## src/rtl/fdiv_iter.sv

```systemverilog
// ---------------------------------------------------------------------------
// fdiv_iter -- multi-cycle IEEE-754 binary32 divider, res = x / y
//
// Exact-result divider for the FPU execute stage. The mantissa quotient is
// produced by restoring long division, one bit per clock, with no lookup
// tables. Only one operation is in flight at a time. Subnormal inputs are
// treated as zero and subnormal results are flushed to zero.
//
// Configuration macro:
//   FDIV_ROUND_EN  defined   -> round-to-nearest-even
//                  undefined -> truncation (round toward zero), no incrementer
//
// Ports:
//   clk        in   system clock
//   rstn       in   asynchronous active-low reset
//   in_valid   in   operands x/y valid
//   in_ready   out  divider idle, can accept
//   x          in   dividend, binary32
//   y          in   divisor, binary32
//   out_valid  out  res valid
//   out_ready  in   consumer accepts res
//   res        out  quotient, binary32
//
// Timing: normal operands give out_valid 27 edges after the accept edge;
// special operands (zero/inf/NaN) give out_valid 1 edge after accept.
// ---------------------------------------------------------------------------
module fdiv_iter #(
  parameter int ITER = 26
) (
  input  logic        clk,
  input  logic        rstn,
  input  logic        in_valid,
  output logic        in_ready,
  input  logic [31:0] x,
  input  logic [31:0] y,
  output logic        out_valid,
  input  logic        out_ready,
  output logic [31:0] res
);

  typedef enum logic [1:0] {IDLE, DIV, NORM, DONE} state_t;

  localparam logic [4:0] LAST_STEP = 5'(ITER - 1);

  state_t       state, next_state;
  logic [4:0]   cnt;
  logic         sign;
  logic [7:0]   ex, ey;
  logic [23:0]  my;
  logic [24:0]  rem;
  logic [25:0]  q;
  logic [31:0]  spec_res;

  // Operand classification at the input port (used only on accept)
  logic        x_zero, y_zero, x_inf, y_inf, x_nan, y_nan;
  logic        in_sign;
  logic        is_special;
  logic [31:0] spec_val;

  assign in_sign = x[31] ^ y[31];
  assign x_zero  = (x[30:23] == 8'h00);
  assign y_zero  = (y[30:23] == 8'h00);
  assign x_inf   = (x[30:23] == 8'hFF) && (x[22:0] == 23'd0);
  assign y_inf   = (y[30:23] == 8'hFF) && (y[22:0] == 23'd0);
  assign x_nan   = (x[30:23] == 8'hFF) && (x[22:0] != 23'd0);
  assign y_nan   = (y[30:23] == 8'hFF) && (y[22:0] != 23'd0);

  // Special-case decode. Exponent 0 counts as zero whatever the mantissa,
  // which is how subnormal inputs get flushed. Priority order matters:
  // the invalid cases must win over the divide-by-zero and inf cases.
  always_comb begin
    is_special = 1'b1;
    spec_val   = 32'h0000_0000;
    if (x_nan || y_nan || (x_zero && y_zero) || (x_inf && y_inf))
      spec_val = 32'h7FC0_0000;
    else if (y_zero)
      spec_val = {in_sign, 31'h7F80_0000};
    else if (x_inf)
      spec_val = {in_sign, 31'h7F80_0000};
    else if (x_zero || y_inf)
      spec_val = {in_sign, 31'h0000_0000};
    else
      is_special = 1'b0;
  end

  // One restoring division step: subtract the divisor when it fits, then
  // shift. The remainder always stays below 2*my, so 25 bits suffice.
  logic        rem_ge;
  logic [24:0] rem_sub;
  logic [24:0] rem_next;

  assign rem_ge   = (rem >= {1'b0, my});
  assign rem_sub  = rem - {1'b0, my};
  assign rem_next = rem_ge ? {rem_sub[23:0], 1'b0} : {rem[23:0], 1'b0};

  // Normalisation: the quotient lies in [0.5, 2), so the leading one is
  // either q[25] or q[24]. The exponent is kept in signed 10-bit form so
  // that both overflow and underflow are visible before packing.
  logic               q_hi;
  logic [22:0]        mant;
  logic signed [9:0]  e_base;
  logic signed [9:0]  e_pre;
  logic signed [9:0]  e_fin;
  logic [22:0]        mant_fin;
  logic [31:0]        norm_res;

  assign q_hi   = q[25];
  assign e_base = $signed({2'b00, ex}) - $signed({2'b00, ey});
  assign mant   = q_hi ? q[24:2] : q[23:1];
  assign e_pre  = q_hi ? (e_base + 10'sd127) : (e_base + 10'sd126);

`ifdef FDIV_ROUND_EN
  logic        guard, sticky, round_inc;
  logic [23:0] mant_sum;

  assign guard     = q_hi ? q[1] : q[0];
  assign sticky    = (q_hi & q[0]) | (rem != 25'd0);
  assign round_inc = guard & (sticky | mant[0]);
  assign mant_sum  = {1'b0, mant} + {23'd0, round_inc};
  // A carry out of the mantissa means the value rounded up to the next
  // power of two: the fraction becomes zero and the exponent bumps by one.
  assign mant_fin  = mant_sum[22:0];
  assign e_fin     = mant_sum[23] ? (e_pre + 10'sd1) : e_pre;
`else
  logic unused_trunc;

  // Guard and sticky bits only matter when rounding is enabled.
  assign unused_trunc = q[0];
  assign mant_fin     = mant;
  assign e_fin        = e_pre;
`endif

  always_comb begin
    if (e_fin >= 10'sd255)
      norm_res = {sign, 8'hFF, 23'd0};
    else if (e_fin <= 10'sd0)
      norm_res = {sign, 31'd0};
    else
      norm_res = {sign, e_fin[7:0], mant_fin};
  end

  // State register
  always_ff @(posedge clk or negedge rstn) begin
    if (!rstn)
      state <= IDLE;
    else
      state <= next_state;
  end

  // Next-state logic. DONE is only left once a result has actually been
  // presented and taken, which also covers the special-case path where
  // DONE is entered one edge before out_valid rises.
  always_comb begin
    next_state = state;
    case (state)
      IDLE: if (in_valid) next_state = is_special ? DONE : DIV;
      DIV:  if (cnt == LAST_STEP) next_state = NORM;
      NORM: next_state = DONE;
      DONE: if (out_valid && out_ready) next_state = IDLE;
      default: next_state = IDLE;
    endcase
  end

  assign in_ready = (state == IDLE);

  // Datapath and output registers. Reset wipes everything so an aborted
  // operation can never leak out as a result.
  always_ff @(posedge clk or negedge rstn) begin
    if (!rstn) begin
      cnt       <= 5'd0;
      sign      <= 1'b0;
      ex        <= 8'd0;
      ey        <= 8'd0;
      my        <= 24'd0;
      rem       <= 25'd0;
      q         <= 26'd0;
      spec_res  <= 32'd0;
      res       <= 32'd0;
      out_valid <= 1'b0;
    end else begin
      case (state)
        IDLE: begin
          if (in_valid) begin
            sign     <= in_sign;
            ex       <= x[30:23];
            ey       <= y[30:23];
            my       <= {1'b1, y[22:0]};
            rem      <= {2'b01, x[22:0]};
            q        <= 26'd0;
            cnt      <= 5'd0;
            spec_res <= spec_val;
          end
        end
        DIV: begin
          q   <= {q[24:0], rem_ge};
          rem <= rem_next;
          cnt <= cnt + 5'd1;
        end
        NORM: begin
          res       <= norm_res;
          out_valid <= 1'b1;
        end
        DONE: begin
          if (!out_valid) begin
            res       <= spec_res;
            out_valid <= 1'b1;
          end else if (out_ready) begin
            out_valid <= 1'b0;
          end
        end
        default: ;
      endcase
    end
  end

endmodule

```

## config.mk

```make
export PLATFORM = sky130hd
export DESIGN_NAME = fdiv_iter
export DESIGN_NICKNAME = d
export VERILOG_FILES = /design/src/rtl/fdiv_iter.sv
export SDC_FILE = /design/constraint.sdc
export NUM_CORES = 1
export LEC_CHECK = 0
export CORE_MARGIN = 1
export CORE_UTILIZATION = 30
export DETAILED_ROUTE_END_ITERATION = 10
export PLACE_DENSITY_LB_ADDON = 0.1
export SLEW_MARGIN = 10
export SYNTH_ARGS = -nofsm -noshare
export SYNTH_HDL_FRONTEND = slang
export SYNTH_SLANG_ARGS = --single-unit
```

## constraint.sdc

```tcl
create_clock -name clk -period 7.7 [get_ports clk]
set_input_delay 1.925 -clock clk [delete_from_list [all_inputs] [get_ports clk]]
set_output_delay 1.925 -clock clk [all_outputs]
set_load 0.02 [all_outputs]
```

==> results.md, run 1 <==
- Result of the run: finished, final reports clean
- Number of detailed-routing iterations run before antenna repair: 5
- Overall die height: between 150 and 200 um
- Leak pwr: 4.32 nW
- Average wire per standard cell: 17.5 um
- Worst endpoint data arrival time: ~2.2 ns
- Beginning of the worst hold path: my[23]$_DFFE_PN0P_
- I/O Pins: 102
- Kind of start point of the critical path: register
- Standard cell with the maximum stage delay on the critical path: sky130_fd_sc_hd__clkdlybuf4s50_1
- Instance area at placement: 9660 um2
- Maximum fanout along the worst path: 13
- Fin Clk Skew: 0.0135 ns
- Setup TNS after final layout: 0 ns
- Leftover overflow at the end of global routing: 0
- Hold Path Depth: 2
- DR iter-0 viols: 371
- Number of nets in the synthesized netlist: 947
- FMAX: about 240 MHz
- Critical Path Max Stage Delay: 0.76 ns
- Fin cells: 1,304
- Endpoint type of the worst setup path: output pin
- Number of placed cells counting well taps: 1,272
- Async set-reset flop share out of synthesis: 1.00
- Max capacitance violation total: 0
- Final number of hold-violating endpoints: 0
- Worst hold slack: around 0.46 ns
- Post-layout minimum cycle time: 4.11 ns
- Nets@finish: between 1,000 and 1,500
- Largest vdd supply drop: 192 uV
- Cell breakdown of the critical path: inv_1 > ha_1 > clkdlybuf4s50_1
- Number of buffers inserted by hold repair at cts: 0
- End point of the worst hold path: my[23]$_DFFE_PN0P_
- Worst reg2reg path startpoint: ex[1]$_DFFE_PN0P_
- Estimated wirelength of the detail-placed design: 16.6 mm
- Total of warnings raised by yosys: 0
- Num rows: 60
- Starting density of the core: 0.308
- Reg-to-Reg End: res[0]$_DFFE_PN0P_
- Clock H-tree levels: 4
- Worst path bufs/invs: 2
- Most instantiated flip-flop cell in the synthesis netlist: sky130_fd_sc_hd__dfrtp_1
- Path class of the lowest-slack min-delay path: register to register
- Category of the critical setup timing path: register to output pin
- Post-cts repair resize count: 0
- Post-DR vias/cell: 5.07
- Cell area after layout: 10,300 um2
- CTS max path bufs: 2
- Layout cells sized above 1: 0.137
- Post-CTS Setup Repair Bufs: 0
- Combined area of all synthesized cells: around 8300 um2
- Post-synthesis area per instance: 9.98 um2
- Final weighted congestion of routability-driven global placement: 0.809
- Number of cell instances on the worst register-to-register path: 15
- Placeable Area: 27,100 um2
- Diodes inserted: 0
- Number of max-slew violations in the final report: 0
- Number of antenna violations at the first check in global routing: 0
- Proportion of synthesized chip area in sequential cells: 0.405
- Final setup violation count: 0
- Drt drc: 0
- Relative slew slack: 0.288
- Port Buffer Count: 101
- Maximum number of pins on one net before global-route repair: 75
- Tot Pwr: 5.46 mW
- RSZ-0062 raised after global routing: no
- Reg2reg setup slack: around 3.7 ns
- CTS tree: yes
- Area overhead of the layout relative to synthesis: 23.3%
- Antenna-violating nets left: 0
- Cts bufs inserted: 17
- Power per cell area: 531 nW/um2
- Count of vias placed by the detailed router: 6,616
- CTS root buf: sky130_fd_sc_hd__clkbuf_16
- Worst path top cell family by delay: buffers and inverters
- Overall die width: 169 um
- Worst-Margin Slew: 1.07 ns
- Via count of the first global-routing pass: 6,675
- Number of distinct library cells after synthesis: 81
- Post-synthesis register bit count: ~140
- Total Routed Length: 22.8 mm
- Area of the die: 28,500 um2
- Critical path data required time: 5.78 ns
- Worst-Skew Late Latency: roughly 0.43 ns
- Clock slew at the register clock pins of the worst setup and hold paths: 0.07 ns
- First-pass GRT wire length: 37.0 mm
- Final period util: 0.534
- Synthesized instance count: 836
- Combined global-route utilization of all metal layers: 0.167
- Clock Sink Count: approximately 140
- Number of enable flip-flop cells after synthesis: 0
==> placed cells by master, fill, tap and decap left out, drive strengths merged, types with 4 or more instances in the layout <==
| cell type | n |
|---|---|
| dfrtp | 135 |
| clkdlybuf4s50 | 100 |
| nand2 | 68 |
| o21ai | 68 |
| inv | 57 |
| nor2 | 48 |
| a21oi | 45 |
| ha | 42 |
| mux2 | 42 |
| mux2i | 33 |
| a22o | 31 |
| nor3 | 19 |
| xor2 | 17 |
| a22oi | 17 |
| clkbuf | 17 |
| nand4 | 15 |
| a21o | 15 |
| nor4 | 15 |
| nor2b | 13 |
| xnor2 | 13 |
| nand3 | 10 |
| buf | 8 |
| a221o | 7 |
| or4 | 7 |
| nand2b | 6 |
| o21a | 6 |
| a31oi | 6 |
| and3 | 5 |
| a211oi | 5 |
| o31ai | 5 |
| o31a | 4 |
| o311ai | 4 |
| a221oi | 4 |
| o22ai | 4 |
==> routing by layer <==
layer  track usage  wire [um]  up-vias
li1              -          -     3258
met1         0.228      11100     3232
met2         0.274      10900      116
met3        0.0281        650       10
met4        0.0407        182        0
met5             0          0        -
==> cells by family after synthesis <==
group | share of synthesized area
flops | 0.405
compound gates | 0.213
fa+ha+maj | 0.0654
xor+xnor | 0.0379
mux | 0.0967
buf+inv | 0.0486
simple gates | 0.133
==> cell type report <==
class                   instances  area [um2]
clock inverters                15         201
flip-flops and latches        135        3380
repair buffers                108        1060
inverters                      47         176
clock buffers                  17         425
multi-input cells             610        4580
well taps                     372         465
fillers                      2746       16800
==> tightest hold or removal path: cells and delay by family (launching register included) <==
kind / cells / cell delay [ns]
DFF: 1 / 0.33
buffers and inverters: 1 / 0.05
and+or+nand+nor: 1 / 0.05
==> report_power, final <==
part	total (mW)	internal [mW]	switching, mW
Clock	0.880	0.500	0.381
Sequential	1.21	0.989	0.216
Combinational	3.38	1.42	1.96
==> metrics by stage <==
step,utilization,setup WS [ns]
6_report,0.380,3.59
2_1_floorplan,-,4.16
3_3_place_gp,0.357,3.45
3_5_place_dp,0.357,3.34
5_1_grt,0.380,3.32
4_1_cts,0.380,3.56
==> Yosys cell counts, types with 10 or more instances <==
master / count / area (um2)
sky130_fd_sc_hd__nor2_1: 47 / 176
sky130_fd_sc_hd__a22o_1: 31 / 272
sky130_fd_sc_hd__xor2_1: 17 / 149
sky130_fd_sc_hd__buf_1: 10 / 37.5
sky130_fd_sc_hd__ha_1: 42 / 526
sky130_fd_sc_hd__a22oi_1: 17 / 128
sky130_fd_sc_hd__nor4_1: 14 / 87.6
sky130_fd_sc_hd__inv_1: 47 / 176
sky130_fd_sc_hd__nand2_1: 68 / 255
sky130_fd_sc_hd__clkbuf_1: 22 / 82.6
sky130_fd_sc_hd__xnor2_1: 12 / 105
sky130_fd_sc_hd__mux2i_1: 33 / 330
sky130_fd_sc_hd__dfrtp_1: 135 / 3380
sky130_fd_sc_hd__o21ai_2: 22 / 193
sky130_fd_sc_hd__nor2b_1: 12 / 75.1
sky130_fd_sc_hd__a21o_1: 14 / 105
sky130_fd_sc_hd__nand4_1: 15 / 93.8
sky130_fd_sc_hd__mux2_2: 41 / 462
sky130_fd_sc_hd__o21ai_0: 45 / 225
sky130_fd_sc_hd__a21oi_1: 45 / 225
sky130_fd_sc_hd__nand3_1: 10 / 50.1
sky130_fd_sc_hd__nor3_1: 19 / 95.1
==> worst max path at each step <==
stage,depth (start not counted),to,start,slack [ns]
CTS,3,in_ready,state[0]$_DFFE_PN0P_,3.56
floorplan,15,res[10]$_DFFE_PN0P_,ex[1]$_DFFE_PN0P_,4.16
global route,16,res[0]$_DFFE_PN0P_,ey[1]$_DFFE_PN0P_,3.32
finish,3,in_ready,state[0]$_DFFE_PN0P_,3.59
global placement,9,spec_res[30]$_DFFE_PN0P_,x[22],3.45
detailed placement,9,spec_res[30]$_DFFE_PN0P_,x[22],3.34
==> registers in the layout (all words and copies together) (netlist names) <==
name,cells
cnt,5
ex,8
ey,8
my,24
out_valid,1
q,26
rem,25
res,32
sign,1
spec_res,3
state,2
No activity file was read; power rests on OpenSTA's default activity.
==> run 2: changes to the inputs <==
- clock period: 7.7 -> 3.6 ns (I/O delays scaled with it)
==> run 2 against run 1 <==
Compared with the run above: the flow now finishes with violations (setup timing); power grew 130%; clock power up 120%; non-clock buffer count rose by 33; clock skew fell by 0.0015 ns; critical path depth increased by 14; register-to-register slack got worse by 3.7 ns; via count up 2.2%; critical endpoint is now res[22]$_DFFE_PN0P_.
==> results.md, run 2 (same netlist as run 1, synthesis figures left out) <==
- Drt drc: 0
- CTS max path bufs: 2
- Average wire per standard cell: 17.1 um
- Clock Sink Count: between 100 and 150
- Area overhead of the layout relative to synthesis: 28.9%
- Worst-Margin Slew: around 0.74 ns
- Estimated wirelength of the detail-placed design: roughly 17 mm
- Critical Path Max Stage Delay: 0.43 ns
- Number of detailed-routing iterations run before antenna repair: 4
- Num rows: 60
- Top register by number of flip-flops: res
- Cell breakdown of the critical path: ha_4 > nor2b_4 > nor2_4 > xor2_2 > buf_4 > ha_4 > nand3b_1 > nand4_1 > mux2i_2 > o22ai_2 > or4_4 > nand3_2 > mux2_4 > o311ai_4 > buf_12 > buf_16 > o21ai_2
- Final number of hold-violating endpoints: 0
- Total Routed Length: 22.9 mm
- Final weighted congestion of routability-driven global placement: approximately 0.78
- Placeable Area: 27,100 um2
- Fin cells: 1,337
- Number of buffers inserted by hold repair at cts: 0
- Path class of the lowest-slack min-delay path: register to register
- Critical path data required time: approximately 3.9 ns
- Worst endpoint data arrival time: around 3.9 ns
- RSZ-0062 raised after global routing: yes
- Crit-path most repeated cell: sky130_fd_sc_hd__ha_4
- Number of placed cells counting well taps: 1,297
- Flip-flop count of the largest register, all copies and words added: 32
- Leftover overflow at the end of global routing: 0
- Area of the die: between 20,000 and 30,000 um2
- Final setup violation count: 1
- Post-DR vias/cell: roughly 5
- Relative slew slack: 0.505
- Kind of start point of the critical path: register
- Leading cell type in the layout, fill and taps excluded: sky130_fd_sc_hd__dfrtp_1
- Clock slew at the register clock pins of the worst setup and hold paths: 0.07 ns
- Setup TNS after final layout: -0.00158 ns
- CTS root buf: sky130_fd_sc_hd__clkbuf_16
- Number of inserted filler cells in the final layout: 2,698
- Fin Clk Skew: 0.0120 ns
- Number of antenna violations at the first check in global routing: 0
- Diodes inserted: 0
- Number of max-slew violations in the final report: 0
- Layout cells sized above 1: 0.178
- Power per cell area: roughly 1200 nW/um2
- I/O Pins: 102
- Worst-case setup margin in the final layout: -0.00158 ns
- Violated checks: setup timing
- FMAX: 278 MHz
- Category of the critical setup timing path: register to register
- Post-layout minimum cycle time: 3.60 ns
- Most frequent cells in the layout: 135 x sky130_fd_sc_hd__dfrtp_1, 100 x sky130_fd_sc_hd__clkdlybuf4s50_1, 67 x sky130_fd_sc_hd__nand2_1
- Endpoint type of the worst setup path: register
- Max capacitance violation total: 0
- Combined global-route utilization of all metal layers: 0.168
- Maximum number of pins on one net before global-route repair: 76
- Leak pwr: 4.56 nW
- Overall die width: 169 um
- Nets@finish: 1,063
- Largest regs: res: 32 flops, q: 26 flops, rem: 25 flops
- Antenna-violating nets left: 0
- Count of vias placed by the detailed router: 6,762
- First-pass GRT wire length: 37.6 mm
- Overall die height: 169 um
- CTS tree: yes
- Worst-Skew Late Latency: 0.42 ns
- Maximum fanout along the worst path: 6
- Cts bufs inserted: 17
- Final period util: 1.00
- Port Buffer Count: 101
- DR iter-0 viols: 362
- Starting density of the core: 0.308
- Standard cell with the maximum stage delay on the critical path: sky130_fd_sc_hd__or4_4
- Largest vdd supply drop: 391 uV
- Result of the run: finished with violations
- Clock H-tree levels: 4
- Via count of the first global-routing pass: 6,756
[run 2: cell count changes in the layout (fill, tap and decap cells not counted), sizes merged]
| cell | change |
|---|---|
| clkinv | -1 |
| bufinv | +1 |
| buf | +33 |
[run 2: cell type report]
| cell class | count | area [um2] | area share |
|---|---|---|---|
| clock buffers | 17 | 425 | 0.0395 |
| inverters | 47 | 176 | 0.0164 |
| well taps | 372 | 465 | 0.0433 |
| flip-flops and latches | 135 | 3380 | 0.314 |
| clock inverters | 15 | 223 | 0.0207 |
| multi-input cells | 610 | 4660 | 0.433 |
| repair buffers | 141 | 1430 | 0.133 |
[run 2: critical path: cells and delay by family, from the launching register on]
family,cells,cell delay (ns)
compound gates,3,0.45
xor+xnor,1,0.17
fa+ha+maj,2,0.41
buf+inv,3,0.47
flops,1,0.41
mux,2,0.53
simple gates,6,1.03
[run 2: per-layer routing]
layer	global-route usage	wire length, um	vias up
li1	-	-	3326
met1	0.230	11000	3324
met2	0.280	11100	102
met3	0.0248	610	10
met4	0.0391	170	0
met5	0	0	-
[run 2: where the power goes]
group | internal [mW] | switching, mW
clock network | 1.14 | 0.806
registers | 2.12 | 0.444
logic | 3.66 | 4.37
total | 6.91 | 5.62
[run 2: repair_timing]
item | 4_1_cts | 5_1_grt
endpoints found under the hold margin | 0 | 0
buffers inserted | 3 | 2
gates cloned | 3 | 0
pin swaps | 29 | 9
resized for setup | 13 | 12
setup endpoints to repair | 24 | 30
[run 2: worst paths after layout]
check	slack [ns]	endpoint	depth (start not counted)	start
min in group asynchronous	0.52	ex[1]$_DFFE_PN0P_	1	rstn
max reg2reg	-0.002	res[22]$_DFFE_PN0P_	17	ex[1]$_DFFE_PN0P_
min	0.46	my[23]$_DFFE_PN0P_	2	my[23]$_DFFE_PN0P_
max in group asynchronous	2.22	my[16]$_DFFE_PN0P_	2	rstn
max	-0.002	res[22]$_DFFE_PN0P_	17	ex[1]$_DFFE_PN0P_
min reg2reg	0.46	my[23]$_DFFE_PN0P_	2	my[23]$_DFFE_PN0P_
[run 2: stage by stage]
step | setup WS, ns | area (um2) | hold slack, ns | utilization | total power [mW]
detailed placement | -0.0648 | 9880 | 0.451 | 0.365 | 10.1
global placement | -0.00879 | 9880 | 0.446 | 0.365 | 10.2
global route | -0.169 | 10800 | 0.498 | 0.397 | 13.6
CTS | -0.0390 | 10700 | 0.469 | 0.394 | 12.5
floorplan | 0.0617 | 8340 | 0.418 | - | 8.09
finish | -0.00158 | 10800 | 0.461 | 0.397 | 12.5
